===== src/rtl/mem_arb_pkg.sv =====
// Shared types and constants for the memory port arbiter.
package mem_arb_pkg;

    // Arbiter transaction states.
    typedef enum logic [1:0] {
        S_IDLE  = 2'd0,
        S_ISSUE = 2'd1,
        S_WAIT  = 2'd2,
        S_RESP  = 2'd3
    } arb_state_e;

    // Owner/pointer index width; covers up to 8 requesters.
    localparam int unsigned MAX_REQ = 8;
    localparam int unsigned OWNER_W = 3;

    // Owner index plus one, wrapping at num_req.
    function automatic logic [OWNER_W-1:0] next_ptr(
        input logic [OWNER_W-1:0] owner,
        input int unsigned        num_req
    );
        if (owner == OWNER_W'(num_req - 1)) begin
            return '0;
        end
        return owner + OWNER_W'(1);
    endfunction

endpackage


===== src/rtl/rr_arbiter.sv =====
// Combinational round-robin pick: first valid requester at or after ptr, wrapping.
module rr_arbiter
    import mem_arb_pkg::*;
#(
    parameter int unsigned NUM_REQ = 2
) (
    input  logic [NUM_REQ-1:0] req,
    input  logic [OWNER_W-1:0] ptr,
    output logic [NUM_REQ-1:0] grant,
    output logic [OWNER_W-1:0] grant_idx,
    output logic               grant_any
);

    localparam int unsigned CAND_W = OWNER_W + 1;

    logic [CAND_W-1:0] cand;

    // Scan offsets 0..NUM_REQ-1 from ptr; the first valid candidate wins.
    always_comb begin
        grant     = '0;
        grant_idx = '0;
        grant_any = 1'b0;
        cand      = '0;
        for (int unsigned i = 0; i < NUM_REQ; i++) begin
            cand = CAND_W'(ptr) + CAND_W'(i);
            if (cand >= CAND_W'(NUM_REQ)) begin
                cand = cand - CAND_W'(NUM_REQ);
            end
            for (int unsigned j = 0; j < NUM_REQ; j++) begin
                if (!grant_any && req[j] && (cand == CAND_W'(j))) begin
                    grant[j]  = 1'b1;
                    grant_idx = OWNER_W'(j);
                    grant_any = 1'b1;
                end
            end
        end
    end

endmodule


===== src/rtl/mem_port_arbiter.sv =====
// Shares one echo-style memory port among NUM_REQ requesters, one transaction
// in flight, round-robin grant, response routed back to its owner only.
// Optional S_WAIT watchdog enabled by defining ARB_TIMEOUT_EN.
module mem_port_arbiter
    import mem_arb_pkg::*;
#(
    parameter int unsigned NUM_REQ        = 2,
    parameter int unsigned ADDR_WIDTH     = 32,
    parameter int unsigned DATA_WIDTH     = 32,
    parameter int unsigned TIMEOUT_CYCLES = 255
) (
    input  logic                          CLK,
    input  logic                          RST_N,
    input  logic [NUM_REQ-1:0]            REQ_VALID,
    input  logic [NUM_REQ-1:0]            REQ_WE,
    input  logic [NUM_REQ*ADDR_WIDTH-1:0] REQ_ADDR,
    input  logic [NUM_REQ*DATA_WIDTH-1:0] REQ_DATA,
    output logic [NUM_REQ-1:0]            REQ_READY,
    output logic [NUM_REQ-1:0]            RSP_VALID,
    output logic [ADDR_WIDTH-1:0]         RSP_ADDR,
    output logic [DATA_WIDTH-1:0]         RSP_DATA,
    output logic                          RSP_ERR,
    input  logic [NUM_REQ-1:0]            RSP_READY,
    output logic                          MEM_ADDR_VALID,
    output logic [ADDR_WIDTH-1:0]         MEM_ADDR,
    output logic                          MEM_DATA_VALID,
    output logic [DATA_WIDTH-1:0]         MEM_DATA,
    input  logic                          MEM_READY,
    input  logic                          MEM_RSP_VALID,
    input  logic [ADDR_WIDTH-1:0]         MEM_RSP_ADDR,
    input  logic [DATA_WIDTH-1:0]         MEM_RSP_DATA,
    output logic                          MEM_RSP_READY
);

    arb_state_e             state_q, state_d;
    logic [OWNER_W-1:0]     ptr_q, ptr_d;
    logic [OWNER_W-1:0]     owner_q, owner_d;
    logic                   we_q, we_d;
    logic [ADDR_WIDTH-1:0]  addr_q, addr_d;
    logic [DATA_WIDTH-1:0]  data_q, data_d;
    logic [ADDR_WIDTH-1:0]  rsp_addr_q, rsp_addr_d;
    logic [DATA_WIDTH-1:0]  rsp_data_q, rsp_data_d;
    logic                   mem_addr_valid_q, mem_addr_valid_d;
    logic                   mem_rsp_ready_q, mem_rsp_ready_d;
    logic [NUM_REQ-1:0]     rsp_valid_q, rsp_valid_d;

    logic [NUM_REQ-1:0]     arb_grant;
    logic [OWNER_W-1:0]     arb_idx;
    logic                   arb_any;
    logic                   owner_rsp_ready;

`ifdef ARB_TIMEOUT_EN
    localparam int unsigned TMO_W = ($clog2(TIMEOUT_CYCLES + 1) > 8) ?
                                    $clog2(TIMEOUT_CYCLES + 1) : 8;

    logic [TMO_W-1:0]       tmo_q, tmo_d;
    logic                   rsp_err_q, rsp_err_d;
`else
    logic                   unused_timeout;
    assign unused_timeout = ^32'(TIMEOUT_CYCLES);
`endif

    rr_arbiter #(
        .NUM_REQ   (NUM_REQ)
    ) u_rr (
        .req       (REQ_VALID),
        .ptr       (ptr_q),
        .grant     (arb_grant),
        .grant_idx (arb_idx),
        .grant_any (arb_any)
    );

    // Response-ready of the current owner; other requesters are ignored.
    always_comb begin
        owner_rsp_ready = 1'b0;
        for (int unsigned j = 0; j < NUM_REQ; j++) begin
            if (owner_q == OWNER_W'(j)) begin
                owner_rsp_ready = RSP_READY[j];
            end
        end
    end

    // Next-state logic, request latch, response capture and registered-output decode.
    always_comb begin
        state_d    = state_q;
        ptr_d      = ptr_q;
        owner_d    = owner_q;
        we_d       = we_q;
        addr_d     = addr_q;
        data_d     = data_q;
        rsp_addr_d = rsp_addr_q;
        rsp_data_d = rsp_data_q;
`ifdef ARB_TIMEOUT_EN
        tmo_d      = tmo_q;
        rsp_err_d  = rsp_err_q;
`endif
        REQ_READY  = '0;

        case (state_q)
            S_IDLE: begin
                if (arb_any) begin
                    REQ_READY = arb_grant;
                    owner_d   = arb_idx;
                    for (int unsigned j = 0; j < NUM_REQ; j++) begin
                        if (arb_grant[j]) begin
                            we_d   = REQ_WE[j];
                            addr_d = REQ_ADDR[j*ADDR_WIDTH +: ADDR_WIDTH];
                            data_d = REQ_DATA[j*DATA_WIDTH +: DATA_WIDTH];
                        end
                    end
                    state_d = S_ISSUE;
                end
            end
            S_ISSUE: begin
                if (MEM_READY) begin
`ifdef ARB_TIMEOUT_EN
                    tmo_d = '0;
`endif
                    state_d = S_WAIT;
                end
            end
            S_WAIT: begin
                if (MEM_RSP_VALID) begin
                    rsp_addr_d = MEM_RSP_ADDR;
                    rsp_data_d = MEM_RSP_DATA;
`ifdef ARB_TIMEOUT_EN
                    rsp_err_d  = 1'b0;
`endif
                    state_d    = S_RESP;
                end
`ifdef ARB_TIMEOUT_EN
                else if (tmo_q == TMO_W'(TIMEOUT_CYCLES - 1)) begin
                    rsp_addr_d = addr_q;
                    rsp_data_d = '0;
                    rsp_err_d  = 1'b1;
                    state_d    = S_RESP;
                end else begin
                    tmo_d = tmo_q + TMO_W'(1);
                end
`endif
            end
            S_RESP: begin
                if (owner_rsp_ready) begin
                    ptr_d   = next_ptr(owner_q, NUM_REQ);
                    state_d = S_IDLE;
                end
            end
            default: begin
                state_d = S_IDLE;
            end
        endcase

        mem_addr_valid_d = (state_d == S_ISSUE);
        mem_rsp_ready_d  = (state_d == S_WAIT);
        for (int unsigned j = 0; j < NUM_REQ; j++) begin
            rsp_valid_d[j] = (state_d == S_RESP) && (owner_d == OWNER_W'(j));
        end
    end

    // State, pointer, latched request/response and registered outputs.
    always_ff @(posedge CLK or negedge RST_N) begin
        if (!RST_N) begin
            state_q          <= S_IDLE;
            ptr_q            <= '0;
            owner_q          <= '0;
            we_q             <= 1'b0;
            addr_q           <= '0;
            data_q           <= '0;
            rsp_addr_q       <= '0;
            rsp_data_q       <= '0;
            mem_addr_valid_q <= 1'b0;
            mem_rsp_ready_q  <= 1'b0;
            rsp_valid_q      <= '0;
        end else begin
            state_q          <= state_d;
            ptr_q            <= ptr_d;
            owner_q          <= owner_d;
            we_q             <= we_d;
            addr_q           <= addr_d;
            data_q           <= data_d;
            rsp_addr_q       <= rsp_addr_d;
            rsp_data_q       <= rsp_data_d;
            mem_addr_valid_q <= mem_addr_valid_d;
            mem_rsp_ready_q  <= mem_rsp_ready_d;
            rsp_valid_q      <= rsp_valid_d;
        end
    end

`ifdef ARB_TIMEOUT_EN
    // Watchdog counter and error flag.
    always_ff @(posedge CLK or negedge RST_N) begin
        if (!RST_N) begin
            tmo_q     <= '0;
            rsp_err_q <= 1'b0;
        end else begin
            tmo_q     <= tmo_d;
            rsp_err_q <= rsp_err_d;
        end
    end

    assign RSP_ERR = rsp_err_q;
`else
    assign RSP_ERR = 1'b0;
`endif

    assign MEM_ADDR_VALID = mem_addr_valid_q;
    assign MEM_ADDR       = addr_q;
    assign MEM_DATA_VALID = we_q;
    assign MEM_DATA       = data_q;
    assign MEM_RSP_READY  = mem_rsp_ready_q;
    assign RSP_VALID      = rsp_valid_q;
    assign RSP_ADDR       = rsp_addr_q;
    assign RSP_DATA       = rsp_data_q;

endmodule


===== config.mk =====
export PLATFORM = sky130hd
export DESIGN_NAME = mem_port_arbiter
export DESIGN_NICKNAME = d
export VERILOG_FILES = /design/src/rtl/mem_arb_pkg.sv /design/src/rtl/rr_arbiter.sv /design/src/rtl/mem_port_arbiter.sv
export SDC_FILE = /design/constraint.sdc
export NUM_CORES = 1
export LEC_CHECK = 0
export CORE_AREA = 2 2 130 132
export CTS_CLUSTER_SIZE = 24
export DETAILED_ROUTE_END_ITERATION = 7
export DIE_AREA = 0 0 132 134
export PLACE_DENSITY_LB_ADDON = 0.2
export SLEW_MARGIN = 10
export SYNTH_ARGS = -nofsm -noshare
export SYNTH_HDL_FRONTEND = slang
export SYNTH_SLANG_ARGS = --single-unit

===== constraint.sdc =====
create_clock -name CLK -period 8.6 [get_ports CLK]
set_clock_uncertainty 0.05 [all_clocks]
set_input_delay 1.72 -clock CLK [delete_from_list [all_inputs] [get_ports CLK]]
set_output_delay 1.72 -clock CLK [all_outputs]
set_load 0.1 [all_outputs]

==> impl_metrics.env, run 1 <==
export IMPL_numCtsBuffers=17
export IMPL_finalCritPeriodShare=0.7551
export IMPL_ios=338
export IMPL_yosysWarningCount=0
export IMPL_clkTransAtPathRegs_ps=60
export IMPL_routedWlPerCell_um=19.27
export IMPL_dr_pass1_iters=4
export IMPL_setup_viol=0
export IMPL_fp_dieH_um=134
export IMPL_hold_viol_final=0
export IMPL_maxSlewHeadroom=0.2466
export IMPL_finish_utilization=0.6479
export IMPL_min_path_cells=1
export IMPL_r2r_start="ptr_q[0]"
export IMPL_critPathKind="primary input to primary output"
export IMPL_status="finished, final reports clean"
export IMPL_cts_max_level=4
export IMPL_die_width_um=132
export IMPL_path_cells="clkdlybuf4s50_1 > a21oi_1 > o221ai_1 > o21a_4 > and3_1 > clkdlybuf4s50_1"
export IMPL_required_ps=6830
export IMPL_fin_nets=962
export IMPL_worstMarginPinSlew_ps=1130
export IMPL_crit_buf_inv=2
export IMPL_synth_cell_type_count=44
export IMPL_drc=0
export IMPL_crit_path_end_kind="primary output"
export IMPL_final_common_cell="clkdlybuf4s50_1"
export IMPL_num_rows=47
export IMPL_synth_seq_cells=141
export IMPL_crit_family="buffers and inverters"
export IMPL_tns_ps=0
export IMPL_post_cts_resized=0
export IMPL_min_path_type="register to register"
export IMPL_cts_post_setup_buffers_inserted=0
export IMPL_drtIter0Drc=187
export IMPL_seq_area_frac_synth=0.5429
export IMPL_cts_hold_fix_buffers=0
export IMPL_grt_max_degree=77
export IMPL_maxCapViolCount=0
export IMPL_crit_path_start_kind="primary input"
export IMPL_core_sq_mm=0.01629
export IMPL_syn_avg_cell_area_sq_um=14.91
export IMPL_vias_per_cell=5.120
export IMPL_layout_common_cells="clkdlybuf4s50_1, dfrtp_1, mux2_2, a2bb2oi_2, o22ai_2"
export IMPL_slowest_stage="clkdlybuf4s50_1"
export IMPL_area_growth_pct=62.40
export IMPL_ff2ff_setup_slack_ps=4960
export IMPL_fin_crit_ps=6494
export IMPL_diodes=0
export IMPL_ant_nets=0
export IMPL_fillCellCount=1256
export IMPL_cts_tree="yes"
export IMPL_slowest_delay_ps=1130
export IMPL_r2r_end="MEM_DATA[3]"
export IMPL_synth_nets=641
export IMPL_grt_pass1_wl_um=30060
export IMPL_synthTopCellsByArea="dfrtp_1, a2bb2oi_2, mux2_2, o22ai_2, o22ai_1"
export IMPL_gp_congestion=0.7795
export IMPL_worstSkewPairLatency_ps=410
export IMPL_max_freq_mhz=154.0
export IMPL_drv_slew=0
export IMPL_start_util=0.3990
export IMPL_root_buffer="clkbuf_16"
export IMPL_die_area_sq_mm=0.01769
export IMPL_clock_sinks=141
export IMPL_antenna_found_initial=0
export IMPL_clockBufferDepth=2
export IMPL_synth_top_area_frac=0.5429
export IMPL_drt_wl_total_um=19080
export IMPL_grtUsageTotal=0.2177
export IMPL_rsz0062_at_grt="false"
export IMPL_port_buffers=336
export IMPL_layout_drive_gt1_share=0.2610
export IMPL_reg2reg_depth=10
export IMPL_arrival_ps=4720
export IMPL_holdPathEnd="RSP_ADDR[10]"
export IMPL_num_vias=5069
export IMPL_hpwl_um=13770
export IMPL_path_common_cell="clkdlybuf4s50_1"
export IMPL_gr_total_overflow=0
export IMPL_netlist_instances=436
export IMPL_hold_start="RSP_ADDR[10]"
export IMPL_synth_area_leader_cell="dfrtp_1"
export IMPL_worst_path_max_fanout=35
export IMPL_grt_pass1_vias=5630
export IMPL_syn_area_sq_mm=0.006499
## Yosys cell counts (all sizes together)
master,n
buf,24
a21boi,1
o31a,1
conb,1
nor3,2
nor2,8
dfrtp,141
ha,3
o221ai,1
nand4,1
a311o,1
a21oi,5
nor3b,2
nand2,7
a22o,1
o21a,2
o21ai,4
and2,2
nand2b,2
xnor2,1
a2bb2oi,65
and4b,1
o2111a,1
inv,3
mux2,65
a31o,1
clkbuf,15
and3,1
nand3b,1
or2,1
a31oi,1
a211oi,1
nor2b,3
nand3,1
o22ai,65
o211ai,1
## cells by family (layout without fill, tap and decap cells)
family,after synthesis,in the layout,synth area share
xor+xnor,1,1,0.001348
fa+ha+maj,3,3,0.005777
simple gates,32,32,0.02599
mux,65,65,0.1126
buf+inv,42,376,0.04813
flops,141,141,0.5429
compound gates,151,151,0.2626
other cells,1,1,0.0005770
## per-layer routing
layer,routed length (um),track usage
met1,6855,0.2236
met2,10170,0.4010
met3,1708,0.09108
met4,345,0.07005
met5,0,0
## state kept, by name, indices dropped and copies added (netlist names)
register        flops
MEM_ADDR           32
MEM_ADDR_VALID      1
MEM_DATA           32
MEM_DATA_VALID      1
MEM_RSP_READY       1
RSP_ADDR           32
RSP_DATA           32
RSP_VALID           2
owner_q             3
ptr_q               3
state_q             2
## metrics by stage
| step | setup WS (ps) | hold slack, ps | instances | instance area [sq um] |
|---|---|---|---|---|
| after CTS | 2131 | 455.5 | 990 | 10550 |
| after global routing | 1929 | 464.3 | 990 | 10550 |
| after global placement | 2200 | 436.6 | 958 | 9898 |
| after floorplan | 2341 | 415.0 | 436 | 6499 |
| final | 2106 | 450.5 | 990 | 10550 |
| after detailed placement | 2152 | 441.5 | 958 | 9898 |
## area by class of cell
class	count	area (sq um)	share of cell area
multi-input combinational	253	2681	0.2541
sequential	141	3528	0.3343
clock buffer	19	442.9	0.04197
tap	220	275.3	0.02608
clock inverter	13	212.7	0.02015
inverter	3	11.26	0.001067
timing repair buffer	341	3402	0.3223
## worst reg2reg max path: cells and delay by family (launching register included)
kind / cells / cell delay, ps
AOI/OAI and AO/OA: 5 / 1520
adders and majority gates: 2 / 540
buffers and inverters: 1 / 540
and+or+nand+nor: 1 / 290
DFF: 1 / 470
xor gates and xnor gates: 1 / 150
## worst max-delay path by stage
stage | startpoint | to | slack, ps | depth (start not counted)
floorplan | REQ_VALID[1] | REQ_READY[0] | 2340 | 5
global placement | REQ_VALID[1] | REQ_READY[1] | 2200 | 6
detailed placement | REQ_VALID[1] | REQ_READY[1] | 2150 | 6
CTS | REQ_VALID[1] | REQ_READY[1] | 2130 | 6
global route | REQ_VALID[1] | REQ_READY[1] | 1930 | 6
finish | REQ_VALID[1] | REQ_READY[1] | 2110 | 6
Power of run 1 is not shown: default switching activity piles up to over one toggle a cycle in this logic, so the estimate is an artifact.
==> run 2, diff against run 1 <==
Settings changed: CORE_AREA 2 2 130 132 to unset, CORE_MARGIN set to 2, CORE_UTILIZATION set to 40, DIE_AREA 0 0 132 134 to unset.
Clock period 8.6 ns to 6.3 ns, I/O delays scaled along.
==> impl_metrics.env, run 2 (synthesis gave the netlist of run 1 again) <==
export IMPL_crit_buf_inv=1
export IMPL_crit_path_end_kind="primary output"
export IMPL_cts_hold_fix_buffers=0
export IMPL_core_sq_mm=0.01589
export IMPL_slowest_stage="dfrtp_1"
export IMPL_max_freq_mhz=227.9
export IMPL_hpwl_um=13960
export IMPL_diodes=0
export IMPL_worst_path_max_fanout=9
export IMPL_arrival_ps=3080
export IMPL_path_cells="ha_1 > xnor2_1 > ha_1 > and4b_1 > a211oi_2 > a31oi_1 > o21a_4 > nor3_1 > buf_4"
export IMPL_port_buffers=336
export IMPL_path_common_cell="ha_1"
export IMPL_num_rows=46
export IMPL_grt_pass1_vias=5555
export IMPL_gr_total_overflow=0
export IMPL_tns_ps=0
export IMPL_fillCellCount=1222
export IMPL_hold_viol_final=0
export IMPL_cts_tree="yes"
export IMPL_drt_wl_total_um=19150
export IMPL_ios=338
export IMPL_dr_pass1_iters=4
export IMPL_final_common_cell="clkdlybuf4s50_1"
export IMPL_crit_family="compound AO/OA/AOI/OAI gates"
export IMPL_ant_nets=0
export IMPL_worstSkewPairLatency_ps=410
export IMPL_maxSlewHeadroom=0.2372
export IMPL_critPathKind="register to primary output"
export IMPL_status="finished, final reports clean"
export IMPL_cts_post_setup_buffers_inserted=0
export IMPL_start_util=0.4091
export IMPL_post_cts_resized=0
export IMPL_area_growth_pct=61.84
export IMPL_numCtsBuffers=17
export IMPL_layout_common_cells="clkdlybuf4s50_1, dfrtp_1, mux2_2, a2bb2oi_2, o22ai_2"
export IMPL_gp_congestion=0.7887
export IMPL_routedWlPerCell_um=19.40
export IMPL_clockBufferDepth=2
export IMPL_fin_crit_ps=4388
export IMPL_vias_per_cell=5.070
export IMPL_antenna_found_initial=0
export IMPL_drtIter0Drc=194
export IMPL_fp_dieH_um=131.5
export IMPL_required_ps=4990
export IMPL_fin_nets=963
export IMPL_clkTransAtPathRegs_ps=60
export IMPL_rsz0062_at_grt="false"
export IMPL_finish_utilization=0.6621
export IMPL_die_width_um=131.5
export IMPL_slowest_delay_ps=470
export IMPL_min_path_type="register to register"
export IMPL_clock_sinks=141
export IMPL_die_area_sq_mm=0.01728
export IMPL_drv_slew=0
export IMPL_grt_max_degree=90
export IMPL_worstMarginPinSlew_ps=1144
export IMPL_finalCritPeriodShare=0.6966
export IMPL_layout_drive_gt1_share=0.2633
export IMPL_crit_path_start_kind="register"
export IMPL_num_vias=5004
export IMPL_maxCapViolCount=0
export IMPL_root_buffer="clkbuf_16"
export IMPL_setup_viol=0
export IMPL_cts_max_level=4
export IMPL_grtUsageTotal=0.2233
export IMPL_grt_pass1_wl_um=30110
export IMPL_drc=0
export IMPL_ff2ff_setup_slack_ps=2880
run 2: through the flow:
| stage | hold slack (ps) | area (sq um) | worst slack [ps] | std cells |
|---|---|---|---|---|
| 6_report | 454.1 | 10520 | 1912 | 987 |
| 3_5_place_dp | 440.1 | 9896 | 1993 | 955 |
| 2_1_floorplan | 415.0 | 6499 | 945.7 | 436 |
| 3_3_place_gp | 436.8 | 9896 | 2045 | 955 |
| 5_1_grt | 468.9 | 10520 | 1733 | 987 |
| 4_1_cts | 456.3 | 10520 | 1928 | 987 |
run 2: layer usage:
metal  GRT usage  vias to the layer above  wire length [um]
met1      0.2317                     2463              6862
met5           0                        -                 0
met2      0.4078                      198             10260
met4     0.07307                        0               410
li1            -                     2319                 -
met3     0.09105                       24              1612
run 2: cell type report:
type,instances,area [sq um],share of cell area
tap,216,270.3,0.02570
timing repair buffer,342,3405,0.3237
inverter,3,11.26,0.001071
sequential,141,3528,0.3355
clock inverter,13,188.9,0.01796
multi-input combinational,253,2681,0.2549
clock buffer,19,432.9,0.04116
run 2: path summary, 6_finish.rpt:
path | start | depth (start not counted) | endpoint
worst max-delay path | ptr_q[0] | 9 | REQ_READY[0]
worst min-delay path | RSP_ADDR[18] | 1 | RSP_ADDR[18]
worst max register to register | ptr_q[0] | 9 | state_q[0]
worst min register to register | RSP_ADDR[18] | 1 | RSP_ADDR[18]
max in group asynchronous | RST_N | 2 | MEM_DATA[31]
min in group asynchronous | RST_N | 1 | MEM_DATA[12]
Power of run 2 is left out for the same reason.
==> run 3, diff against run 2 <==
Settings changed: CORE_ASPECT_RATIO set to 1.25, CORE_UTILIZATION 40 to 36.
Clock period 6.3 ns to 3.68 ns, I/O delays scaled along.
==> impl_metrics.env, run 3 (synthesis gave the netlist of run 1 again) <==
export IMPL_dr_pass1_iters=4
export IMPL_grt_pass1_vias=5705
export IMPL_area_growth_pct=65.54
export IMPL_required_ps=2890
export IMPL_start_util=0.3699
export IMPL_crit_path_start_kind="register"
export IMPL_critPathKind="register to primary output"
export IMPL_antenna_found_initial=2
export IMPL_r2r_end="MEM_DATA[2]"
export IMPL_clock_sinks=141
export IMPL_die_width_um=124.2
export IMPL_hold_viol_final=0
export IMPL_maxSlewHeadroom=0.3074
export IMPL_gp_congestion=0.8425
export IMPL_port_buffers=336
export IMPL_drtIter0Drc=206
export IMPL_min_path_type="primary input to async pin"
export IMPL_clkTransAtPathRegs_ps=60
export IMPL_tns_ps=0
export IMPL_worstSkewPairLatency_ps=410
export IMPL_drv_slew=0
export IMPL_clockBufferDepth=2
export IMPL_die_area_sq_mm=0.01915
export IMPL_final_common_cell="clkdlybuf4s50_1"
export IMPL_crit_path_end_kind="primary output"
export IMPL_hpwl_um=15020
export IMPL_placed_cells=969
export IMPL_worst_path_max_fanout=6
export IMPL_vias_per_cell=5.045
export IMPL_grt_pass1_wl_um=31040
export IMPL_cts_tree="yes"
export IMPL_arrival_ps=2790
export IMPL_numCtsBuffers=17
export IMPL_ios=338
export IMPL_gr_total_overflow=0
export IMPL_maxCapViolCount=0
export IMPL_grtUsageTotal=0.2150
export IMPL_grt_max_degree=65
export IMPL_fillCellCount=1363
export IMPL_core_sq_mm=0.01757
export IMPL_status="finished, final reports clean"
export IMPL_reg2reg_depth=12
export IMPL_finalCritPeriodShare=0.9725
export IMPL_ant_nets=0
export IMPL_drc=0
export IMPL_routedWlPerCell_um=20.21
export IMPL_r2r_start="ptr_q[0]"
export IMPL_ff2ff_setup_slack_ps=490
export IMPL_stdcell_count=1012
export IMPL_layout_drive_gt1_share=0.2990
export IMPL_num_rows=54
export IMPL_path_cells="ha_4 > xnor2_2 > ha_2 > and4b_2 > a211oi_4 > a31oi_4 > o21a_4 > nor3_4 > buf_12"
export IMPL_holdWs_ps=215.3
export IMPL_fp_dieH_um=154.2
export IMPL_root_buffer="clkbuf_16"
export IMPL_max_freq_mhz=279.4
export IMPL_drt_wl_total_um=20460
export IMPL_slowest_delay_ps=470
export IMPL_setup_viol=0
export IMPL_slowest_stage="dfrtp_2"
export IMPL_num_vias=5106
export IMPL_layout_common_cells="clkdlybuf4s50_1, dfrtp_1, mux2_2, a2bb2oi_2, o22ai_2"
export IMPL_fin_nets=979
export IMPL_worstMarginPinSlew_ps=1036
export IMPL_cts_hold_fix_buffers=0
export IMPL_cts_max_level=4
export IMPL_fin_crit_ps=3579
==> run 3: cell count changes in the layout (fill, tap and decap cells not counted), moves of 3 or more <==
cell,before,now
clkdlybuf4s50_1,333,329
clkbuf_8,0,3
ha_1,3,0
buf_4,8,23
buf_12,0,5
==> run 3: layout make-up <==
type	instances	area (sq um)	share of cell area
timing repair buffer	358	3577	0.3325
sequential	141	3531	0.3282
multi-input combinational	253	2753	0.2559
clock buffer	20	466.7	0.04338
tap	224	280.3	0.02605
clock inverter	11	133.9	0.01244
inverter	3	11.26	0.001047
antenna	2	5.005	0.0004652
==> run 3: worst max-delay path: cells and delay by family, from the launching register on <==
kind	cells	cell delay, ps
XOR/XNOR	1	140
AO/OA/AOI/OAI	3	650
buffers and inverters	1	210
flip-flops	1	470
adder cells (fa/ha/maj)	2	410
AND/OR/NAND/NOR	2	480
==> run 3: through the flow <==
step	area (sq um)	util	worst slack, ps
after CTS	10670	0.6073	62.70
after detailed placement	10020	0.5702	385.7
after global routing	10760	0.6123	-25.93
final	10760	0.6124	101.2
after floorplan	6511	-	171.5
after global placement	10020	0.5702	516.4
==> run 3: timing repair <==
| action | in CTS | in global routing |
|---|---|---|
| endpoints found under the hold margin | 0 | 0 |
| resized for setup | 6 | 7 |
| setup endpoints to repair | 2 | 2 |
| gates cloned | 0 | 0 |
| pin swaps | 2 | 6 |
| setup buffers | 3 | 7 |
==> run 3: worst max-delay path by stage <==
stage | end | cells past startpoint | start
after global routing | REQ_READY[0] | 9 | ptr_q[0]
after global placement | REQ_READY[1] | 9 | ptr_q[0]
after CTS | REQ_READY[0] | 9 | ptr_q[0]
after floorplan | REQ_READY[0] | 9 | ptr_q[0]
after detailed placement | REQ_READY[1] | 9 | ptr_q[1]
final | REQ_READY[0] | 9 | ptr_q[0]
==> run 3: layer usage <==
layer / GRT usage / wire length (um) / up-vias
met2: 0.3791 / 10590 / 243
met1: 0.2278 / 7425 / 2499
met4: 0.08347 / 439 / 0
met5: 0 / 0 / -
li1: - / - / 2338
met3: 0.08260 / 2003 / 26
Power of run 3 is left out for the same reason.
